[src/rtl/load_store_unit_pkg.sv]
// Shared types for the load/store unit: RV32I memory width codes and FSM states.
package load_store_unit_pkg;

  localparam logic [2:0] MEM_W_B  = 3'b000;
  localparam logic [2:0] MEM_W_H  = 3'b001;
  localparam logic [2:0] MEM_W_W  = 3'b010;
  localparam logic [2:0] MEM_W_BU = 3'b100;
  localparam logic [2:0] MEM_W_HU = 3'b101;

  typedef enum logic [1:0] {
    IDLE,
    REQ,
    RESP
  } lsu_state_t;

endpackage

[src/rtl/load_store_unit_align.sv]
// Combinational lane logic: byte enables, store-data replication, legality
// flags and load-data extraction/extension for one access.
module lsu_align
  import load_store_unit_pkg::*;
(
  input  logic [2:0]  funct3,
  input  logic [1:0]  addr_lo,
  input  logic        is_store,
  input  logic [31:0] wdata,
  input  logic [31:0] mem_rdata,
  output logic [3:0]  be,
  output logic [31:0] store_data,
  output logic [31:0] load_data,
  output logic        misaligned,
  output logic        illegal
);

  logic [7:0]  byte_sel;
  logic [15:0] half_sel;

  always_comb begin
    case (addr_lo)
      2'd0:    byte_sel = mem_rdata[7:0];
      2'd1:    byte_sel = mem_rdata[15:8];
      2'd2:    byte_sel = mem_rdata[23:16];
      default: byte_sel = mem_rdata[31:24];
    endcase
    half_sel = addr_lo[1] ? mem_rdata[31:16] : mem_rdata[15:0];
  end

  // Unsigned widths exist only for loads, so BU/HU with a store are illegal.
  always_comb begin
    be         = 4'b0000;
    store_data = wdata;
    load_data  = mem_rdata;
    misaligned = 1'b0;
    illegal    = 1'b0;
    case (funct3)
      MEM_W_B: begin
        be         = 4'b0001 << addr_lo;
        store_data = {4{wdata[7:0]}};
        load_data  = {{24{byte_sel[7]}}, byte_sel};
      end
      MEM_W_H: begin
        be         = addr_lo[1] ? 4'b1100 : 4'b0011;
        store_data = {2{wdata[15:0]}};
        load_data  = {{16{half_sel[15]}}, half_sel};
        misaligned = addr_lo[0];
      end
      MEM_W_W: begin
        be         = 4'b1111;
        misaligned = (addr_lo != 2'b00);
      end
      MEM_W_BU: begin
        be        = 4'b0001 << addr_lo;
        load_data = {24'd0, byte_sel};
        illegal   = is_store;
      end
      MEM_W_HU: begin
        be         = addr_lo[1] ? 4'b1100 : 4'b0011;
        load_data  = {16'd0, half_sel};
        misaligned = addr_lo[0];
        illegal    = is_store;
      end
      default: illegal = 1'b1;
    endcase
  end

endmodule

[src/rtl/load_store_unit.sv]
// Data-memory load/store unit: legality check, req/ack handshake with a
// variable-latency memory, timeout abort and aligned load-data return.
module load_store_unit
  import load_store_unit_pkg::*;
#(
  parameter int TIMEOUT = 16
) (
  input  logic        clk,
  input  logic        reset,
  input  logic        start,
  input  logic        is_store,
  input  logic [2:0]  funct3,
  input  logic [31:0] addr,
  input  logic [31:0] wdata,
  output logic        busy,
  output logic        done,
  output logic        err,
  output logic [31:0] rdata,
  output logic        mem_req,
  output logic        mem_we,
  output logic [31:0] mem_addr,
  output logic [3:0]  mem_be,
  output logic [31:0] mem_wdata,
  input  logic        mem_ack,
  input  logic [31:0] mem_rdata
);

  lsu_state_t  state, state_next;
  logic [7:0]  timer;
  logic [2:0]  lat_funct3;
  logic [1:0]  lat_addr_lo;
  logic        lat_store;
  logic [2:0]  sel_funct3;
  logic [1:0]  sel_addr_lo;
  logic        sel_store;
  logic [3:0]  al_be;
  logic [31:0] al_store_data;
  logic [31:0] al_load_data;
  logic        al_misaligned;
  logic        al_illegal;
  logic        accept;
  logic        err_next;
  logic        timed_out;

  // One aligner serves both directions: live inputs while idle, latched access afterwards.
  always_comb begin
    sel_funct3  = (state == IDLE) ? funct3    : lat_funct3;
    sel_addr_lo = (state == IDLE) ? addr[1:0] : lat_addr_lo;
    sel_store   = (state == IDLE) ? is_store  : lat_store;
  end

  lsu_align u_align (
    .funct3     (sel_funct3),
    .addr_lo    (sel_addr_lo),
    .is_store   (sel_store),
    .wdata      (wdata),
    .mem_rdata  (mem_rdata),
    .be         (al_be),
    .store_data (al_store_data),
    .load_data  (al_load_data),
    .misaligned (al_misaligned),
    .illegal    (al_illegal)
  );

  assign timed_out = (timer == 8'(TIMEOUT - 1));

  always_ff @(posedge clk or negedge reset) begin
    if (!reset) begin
      state <= IDLE;
      err   <= 1'b0;
    end else begin
      state <= state_next;
      err   <= err_next;
    end
  end

  always_comb begin
    state_next = state;
    err_next   = 1'b0;
    accept     = 1'b0;
    busy       = 1'b0;
    done       = 1'b0;
    mem_req    = 1'b0;
    mem_we     = 1'b0;
    case (state)
      IDLE: begin
        if (start) begin
          if (al_misaligned || al_illegal) begin
            err_next = 1'b1;
          end else begin
            accept     = 1'b1;
            state_next = REQ;
          end
        end
      end
      REQ: begin
        busy    = 1'b1;
        mem_req = 1'b1;
        mem_we  = lat_store;
        if (mem_ack) begin
          state_next = RESP;
        end else if (timed_out) begin
          err_next   = 1'b1;
          state_next = IDLE;
        end
      end
      RESP: begin
        done       = 1'b1;
        state_next = IDLE;
      end
      default: state_next = IDLE;
    endcase
  end

  // Request fields are captured only for accepted accesses so a rejected start leaves the bus untouched.
  always_ff @(posedge clk or negedge reset) begin
    if (!reset) begin
      timer       <= 8'd0;
      lat_funct3  <= 3'd0;
      lat_addr_lo <= 2'd0;
      lat_store   <= 1'b0;
      mem_addr    <= 32'd0;
      mem_be      <= 4'd0;
      mem_wdata   <= 32'd0;
      rdata       <= 32'd0;
    end else begin
      if (state == IDLE && start) begin
        timer       <= 8'd0;
        lat_funct3  <= funct3;
        lat_addr_lo <= addr[1:0];
        lat_store   <= is_store;
      end else if (state == REQ) begin
        timer <= timer + 8'd1;
      end
      if (accept) begin
        mem_addr  <= {addr[31:2], 2'b00};
        mem_be    <= al_be;
        mem_wdata <= al_store_data;
      end
      if (state == REQ && mem_ack && !lat_store) begin
        rdata <= al_load_data;
      end
    end
  end

endmodule

[config.mk]
export PLATFORM = sky130hd
export DESIGN_NAME = load_store_unit
export DESIGN_NICKNAME = d
export VERILOG_FILES = /design/src/rtl/load_store_unit_pkg.sv /design/src/rtl/load_store_unit_align.sv /design/src/rtl/load_store_unit.sv
export SDC_FILE = /design/constraint.sdc
export NUM_CORES = 1
export LEC_CHECK = 0
export CAP_MARGIN = 20
export CORE_MARGIN = 2
export CORE_UTILIZATION = 25
export DETAILED_ROUTE_END_ITERATION = 10
export PLACE_DENSITY = 0.49
export SLEW_MARGIN = 0
export SYNTH_ARGS = -nofsm -noshare
export SYNTH_HDL_FRONTEND = slang
export SYNTH_SLANG_ARGS = --single-unit
export TNS_END_PERCENT = 20
[constraint.sdc]
create_clock -name clk -period 2.17 [get_ports clk]
set_clock_uncertainty 0.1 [all_clocks]
set_input_delay 0.5425 -clock clk [delete_from_list [all_inputs] [get_ports clk]]
set_output_delay 0.5425 -clock clk [all_outputs]
set_load 0.02 [all_outputs]
==> results.json, run 1 <==
{
  "status": "complete, no violations",
  "cp_data_arrival_time_ns": 2.32,
  "power_mw": 12.6,
  "cts_buffers": 17,
  "clk_latency_ns": 0.42,
  "dieWidth_um": 150,
  "ys_warn_count": 0,
  "end_kind": "flop",
  "leakagePower_nw": 3.74,
  "placed_area_um2": 8120,
  "ys_ff_latch": 115,
  "gp_congestion": 0.832,
  "grt_pass1_vias": 4831,
  "ir_worst_vdd_mv": 0.593,
  "ys_seq_area_frac": 0.539,
  "cts_tree": "yes",
  "io_pins": 209,
  "via_per_inst": 4.72,
  "dp_hpwl_um": 12900,
  "p_switching_mw": 4.62,
  "die_y_um": 150,
  "worstMarginPinSlew_ns": 0.505,
  "dieArea_um2": 22600,
  "powerDensity_nw_per_um2": 1410,
  "io_buffers": 206,
  "drv_slew": 0,
  "drc": 0,
  "antenna_cells": 0,
  "synth-edff-count": 0,
  "clockRootBuffer": "clkbuf_16",
  "period_minus_slack_ns": 2.13,
  "path_clk_slew_ns": 0.05,
  "hp-start": "rdata[5]",
  "rows": 53,
  "worstPathRequired_ns": 2.36,
  "syn_area_per_cell_um2": 11.8,
  "yosys_most_used_dff": "dfrtp_1",
  "antenna_found_initial": 0,
  "hold_ws_ns": 0.387,
  "routed_wl_um": 17900,
  "cellInternalPower_mw": 8.01,
  "p_comb_frac": 0.498,
  "hold_viol": 0,
  "power_frac_clock": 0.206,
  "fin_crit_sh": 0.981,
  "grt_max_degree": 44,
  "drt_iter0_markers": 178,
  "track_usage": 0.159,
  "layout-drive-gt1-share": 0.267,
  "ant_nets": 0,
  "cp-start-kind": "primary input",
  "path_class": "in2reg",
  "hold_class": "reg2reg",
  "cap_violations": 0,
  "numClockSinks": 115,
  "pre_cts_ws_ns": -0.594,
  "crit_start": "addr[1]",
  "clockBufferDepth": 2,
  "coreArea_um2": 21000,
  "async_flop_share": 1.00,
  "nNetsFinal": 816,
  "max_freq_mhz": 470,
  "netlist_area_um2": 5340,
  "finalSetupTns_ns": 0,
  "fin_ws_ns": 0.0417,
  "pwr-share-seq": 0.296,
  "critPathMaxFanout": 7,
  "relSlewSlack": 0.663,
  "wl_per_cell_um": 17.9,
  "fin_area_um2": 8930,
  "fill_cells": 1986,
  "synthToLayoutAreaGrowth_pct": 67.2,
  "yosys.cell_types.count": 54,
  "htreeDepth": 4,
  "grt_pass1_wl_um": 27100,
  "setup_violations": 0,
  "vias": 4714,
  "firstDrtPassIters": 5,
  "initial_utilization": 0.254,
  "syn_inst": 452,
  "rsz0062_at_grt": "true",
  "rr_startpoint": "state[0]",
  "gr-total-overflow": 0,
  "swShare": 0.366
}
-- layout make-up --
| cell class | count | area (um^2) | share of cell area |
|---|---|---|---|
| Sequential cell | 115 | 2880 | 0.322 |
| Timing Repair Buffer | 271 | 2750 | 0.308 |
| Clock inverter | 14 | 116 | 0.0130 |
| Clock buffer | 17 | 425 | 0.0476 |
| Multi-Input combinational cell | 300 | 2390 | 0.267 |
| Inverter | 6 | 23.8 | 0.00266 |
| Tap cell | 275 | 344 | 0.0385 |
-- placed cells by master (no fill, tap or decap), drive strengths merged, types with 3 or more instances in the layout --
master	Yosys	routed
clkdlybuf4s50	0	196
dfrtp	115	115
buf	21	67
mux2	50	50
nor2	38	38
mux2i	37	37
a21oi	35	35
nand2	30	30
clkbuf	11	20
o21ai	19	19
o221a	16	16
o211ai	9	9
clkinv	1	9
a222oi	8	8
a2bb2oi	8	8
a31oi	7	7
inv	5	6
nor3	5	5
nand3	5	5
clkinvlp	0	4
or3b	3	3
-- power by group through the flow --
stage / Sequential, mW / Clock [mW] / Combinational [mW]
floorplan: 4.81 / 0 / 1.97
global placement: 3.74 / 0 / 6.03
detailed placement: 3.76 / 0 / 6.09
CTS: 3.74 / 2.67 / 6.25
global route: 3.87 / 2.77 / 6.69
finish: 3.74 / 2.60 / 6.29
-- synth_stat cells (5+ instances only) --
cell type,n,area [um^2]
o211ai_1,9,67.6
nor2_1,37,139
buf_2,11,55.1
o21ai_0,12,60.1
a21oi_1,33,165
o221a_2,16,180
dfrtp_1,115,2880
a222oi_1,8,80.1
buf_4,8,60.1
mux2_2,49,552
o21ai_1,7,35.0
a31oi_1,5,31.3
nand2_1,30,113
a2bb2oi_1,8,70.1
mux2i_1,37,370
inv_1,5,18.8
clkbuf_1,10,37.5
-- path summary, 6_finish.rpt --
kind | end | slack, ns | depth (start not counted)
worst min-delay path | rdata[5] | 0.39 | 2
worst min register to register | rdata[5] | 0.39 | 2
worst max register to register | rdata[17] | 0.04 | 7
worst max-delay path | mem_addr[16] | 0.04 | 7
max in group asynchronous | mem_addr[24] | 0.96 | 3
min in group asynchronous | timer[7] | 0.43 | 2
-- per-layer routing --
layer	routed length, um	part of all wire	up-vias	GRT usage
met5	0	0	-	0
met4	391	0.022	0	0.0656
met3	932	0.052	27	0.0339
met2	8940	0.50	154	0.262
met1	7610	0.43	2342	0.204
li1	-	-	2191	-
-- what timing repair did --
| action | CTS | global route |
|---|---|---|
| resized for setup | 38 | 21 |
| hold buffers | 1 | 0 |
| buffers inserted | 6 | 0 |
| pin swaps | 4 | 2 |
| endpoints found under the hold margin | 12 | 0 |
| setup endpoints to repair | 98 | 83 |
| gates cloned | 2 | 2 |
-- critical path: stages --
cell	delay (ns)
clkdlybuf4s50_1	0.49
or3_4	0.45
a21oi_4	0.17
buf_6	0.14
buf_6	0.10
buf_12	0.12
mux2_4	0.30
-- cells by family (layout without fill, tap and decap cells) --
kind of cell | Yosys count | count (layout) | synth area share
compound gates | 110 | 110 | 0.152
mux | 88 | 88 | 0.180
xor+xnor | 1 | 1 | 0.00164
fa+ha+maj | 1 | 1 | 0.00234
buf+inv | 38 | 308 | 0.0384
other cells | 1 | 2 | 0.000702
simple gates | 98 | 98 | 0.0860
flops | 115 | 115 | 0.539
-- sequential cells by signal, summed over array words and instances, names as in the netlist --
| signal | cells |
|---|---|
| lat_funct3 | 3 |
| timer | 8 |
| mem_be | 4 |
| mem_wdata | 32 |
| lat_store | 1 |
| err | 1 |
| state | 2 |
| rdata | 32 |
| lat_addr_lo | 2 |
| mem_addr | 30 |
-- metrics by stage --
step / utilization / std cells
6_report: 0.425 / 998
5_1_grt: 0.425 / 998
4_1_cts: 0.419 / 996
3_5_place_dp: 0.386 / 956
3_3_place_gp: 0.386 / 956
2_1_floorplan: - / 453
Power figures use the tool's default switching activity.
==> run 2, diff against run 1 <==
--- a/config.mk
+++ b/config.mk
@@ -9,7 +9,7 @@
 export CORE_MARGIN = 2
 export CORE_UTILIZATION = 25
 export DETAILED_ROUTE_END_ITERATION = 10
-export PLACE_DENSITY = 0.49
+export PLACE_DENSITY = 0.47
 export SLEW_MARGIN = 0
 export SYNTH_ARGS = -nofsm -noshare
 export SYNTH_HDL_FRONTEND = slang
==> constraint.sdc (replaced) <==
create_clock -name clk -period 2.2 [get_ports clk]
set_clock_uncertainty 0.1 [all_clocks]
set_input_delay 0.55 -clock clk [delete_from_list [all_inputs] [get_ports clk]]
set_output_delay 0.55 -clock clk [all_outputs]
set_load 0.02 [all_outputs]
==> results.json, run 2 (synthesis gave the netlist of run 1 again) <==
{
  "initial_utilization": 0.254,
  "dp_cells": 958,
  "rr_startpoint": "state[1]",
  "fill_cells": 1947,
  "ant_nets": 0,
  "drv_slew": 0,
  "hold_viol": 0,
  "drc": 0,
  "nNetsFinal": 820,
  "gr-total-overflow": 0,
  "r2r_end": "mem_wdata[13]",
  "grt_pass1_wl_um": 27500,
  "wl_per_cell_um": 17.9,
  "clockRootBuffer": "clkbuf_16",
  "max_freq_mhz": 462,
  "worstPathRequired_ns": 2.39,
  "crit_start": "funct3[0]",
  "dieArea_um2": 22600,
  "via_per_inst": 4.64,
  "r2r_slack_ns": 0.07,
  "rsz0062_at_grt": "true",
  "rows": 53,
  "largest_registers": "mem_wdata (32), rdata (32), mem_addr (30)",
  "layout_commonest_cell": "clkdlybuf4s50_1",
  "die_y_um": 150,
  "crit_end": "mem_addr[9]",
  "fin_area_um2": 9060,
  "dieWidth_um": 150,
  "layout_common_cells": "197 x clkdlybuf4s50_1, 115 x dfrtp_1, 52 x buf_4",
  "io_buffers": 206,
  "placed_area_um2": 8100,
  "setup_violations": 0,
  "path_clk_slew_ns": 0.06,
  "rr_worst_depth": 8,
  "status": "complete, no violations",
  "dp_hpwl_um": 13300,
  "critPathMaxFanout": 5,
  "layout-drive-gt1-share": 0.262,
  "htreeDepth": 4,
  "cp-start-kind": "primary input",
  "gp_congestion": 0.767,
  "grt_pass1_vias": 4896,
  "grt_max_degree": 58,
  "io_pins": 209,
  "drt_iter0_markers": 211,
  "track_usage": 0.161,
  "antenna_found_initial": 0,
  "firstDrtPassIters": 6,
  "cap_violations": 0,
  "vias": 4652,
  "routed_wl_um": 18000,
  "cts_buffers": 17,
  "cp_data_arrival_time_ns": 2.35,
  "antenna_cells": 0,
  "clockBufferDepth": 2,
  "path_class": "in2reg",
  "powerDensity_nw_per_um2": 1450,
  "cts_tree": "yes",
  "hold_class": "reg2reg",
  "leakagePower_nw": 3.83,
  "synthToLayoutAreaGrowth_pct": 69.6,
  "fin_crit_sh": 0.983,
  "period_minus_slack_ns": 2.16,
  "register_area_um2": 2880,
  "stdcell_count": 1003,
  "clk_latency_ns": 0.41,
  "ir_worst_vdd_mv": 0.543,
  "numClockSinks": 115,
  "coreArea_um2": 21000,
  "multiInputGateArea_um2": 2340,
  "end_kind": "flop"
}
==> run 2: changes by cell type in the layout (fill, tap and decap cells not counted), moves of 2 or more <==
| cell | change |
|---|---|
| buf_12 | +2 |
| buf_4 | +5 |
| buf_6 | -3 |
| bufinv_16 | +6 |
| clkbuf_16 | -2 |
| clkinv_2 | -6 |
| mux2i_1 | +4 |
| mux2i_2 | -3 |
| nor2_2 | +2 |
==> run 2: layer usage <==
metal	up-vias	wire length [um]	GRT usage
li1	2201	-	-
met1	2289	7730	0.207
met2	136	9000	0.262
met3	26	784	0.0361
met4	0	449	0.0642
met5	-	0	0
==> run 2: report_power, final <==
group	switching, mW	total, mW	internal [mW]
clock network	1.00	3.27	2.27
logic	2.94	6.19	3.26
registers	0.581	3.68	3.10
total	4.52	13.1	8.62
==> run 2: timing repair <==
item                       4_1_cts  5_1_grt
gates resized for setup         37       13
hold buffers                     1        0
pin swaps                        3        4
setup endpoints to repair      101       95
hold endpoints to repair        25        0
buffers inserted                 5        3
gates cloned                     4        0
==> run 2: worst min-delay path by stage <==
stage                     start     endpoint  slack (ns)  cells past startpoint
CTS                    rdata[2]     rdata[2]        0.39                      2
finish                 timer[7]     timer[7]        0.39                      1
detailed placement     rdata[2]     rdata[2]        0.38                      2
global route        mem_addr[4]  mem_addr[4]        0.42                      1
global placement       timer[7]     timer[7]        0.37                      1
floorplan                 reset          err        0.15                      0
==> run 2: per-stage QoR <==
stage                     worst slack, ns  power, mW  TNS [ns]  utilization  hold WS (ns)
after floorplan                   -0.0457       6.66     -1.40            -         0.154
after global placement             -0.602       9.61    -54.45        0.385         0.368
after detailed placement           -0.640       9.71    -56.60        0.385         0.378
after CTS                         -0.0598       13.2    -0.519        0.429         0.390
after global routing              -0.0247       13.8   -0.0751        0.431         0.417
final                              0.0376       13.1         0        0.431         0.386
==> run 2: worst max-delay path, stage by stage <==
cell	delay, ns
clkdlybuf4s15_1	0.19
or3b_4	0.38
or3_4	0.36
a21oi_4	0.19
buf_12	0.14
buf_12	0.11
buf_16	0.11
mux2_2	0.32
==> run 2: area by class of cell <==
type / count / area share
flip-flops and latches: 115 / 0.318
clock inverters: 13 / 0.0282
multi-input cells: 300 / 0.258
clock buffers: 19 / 0.0489
well taps: 275 / 0.0380
repair buffers: 275 / 0.307
inverters: 6 / 0.00249
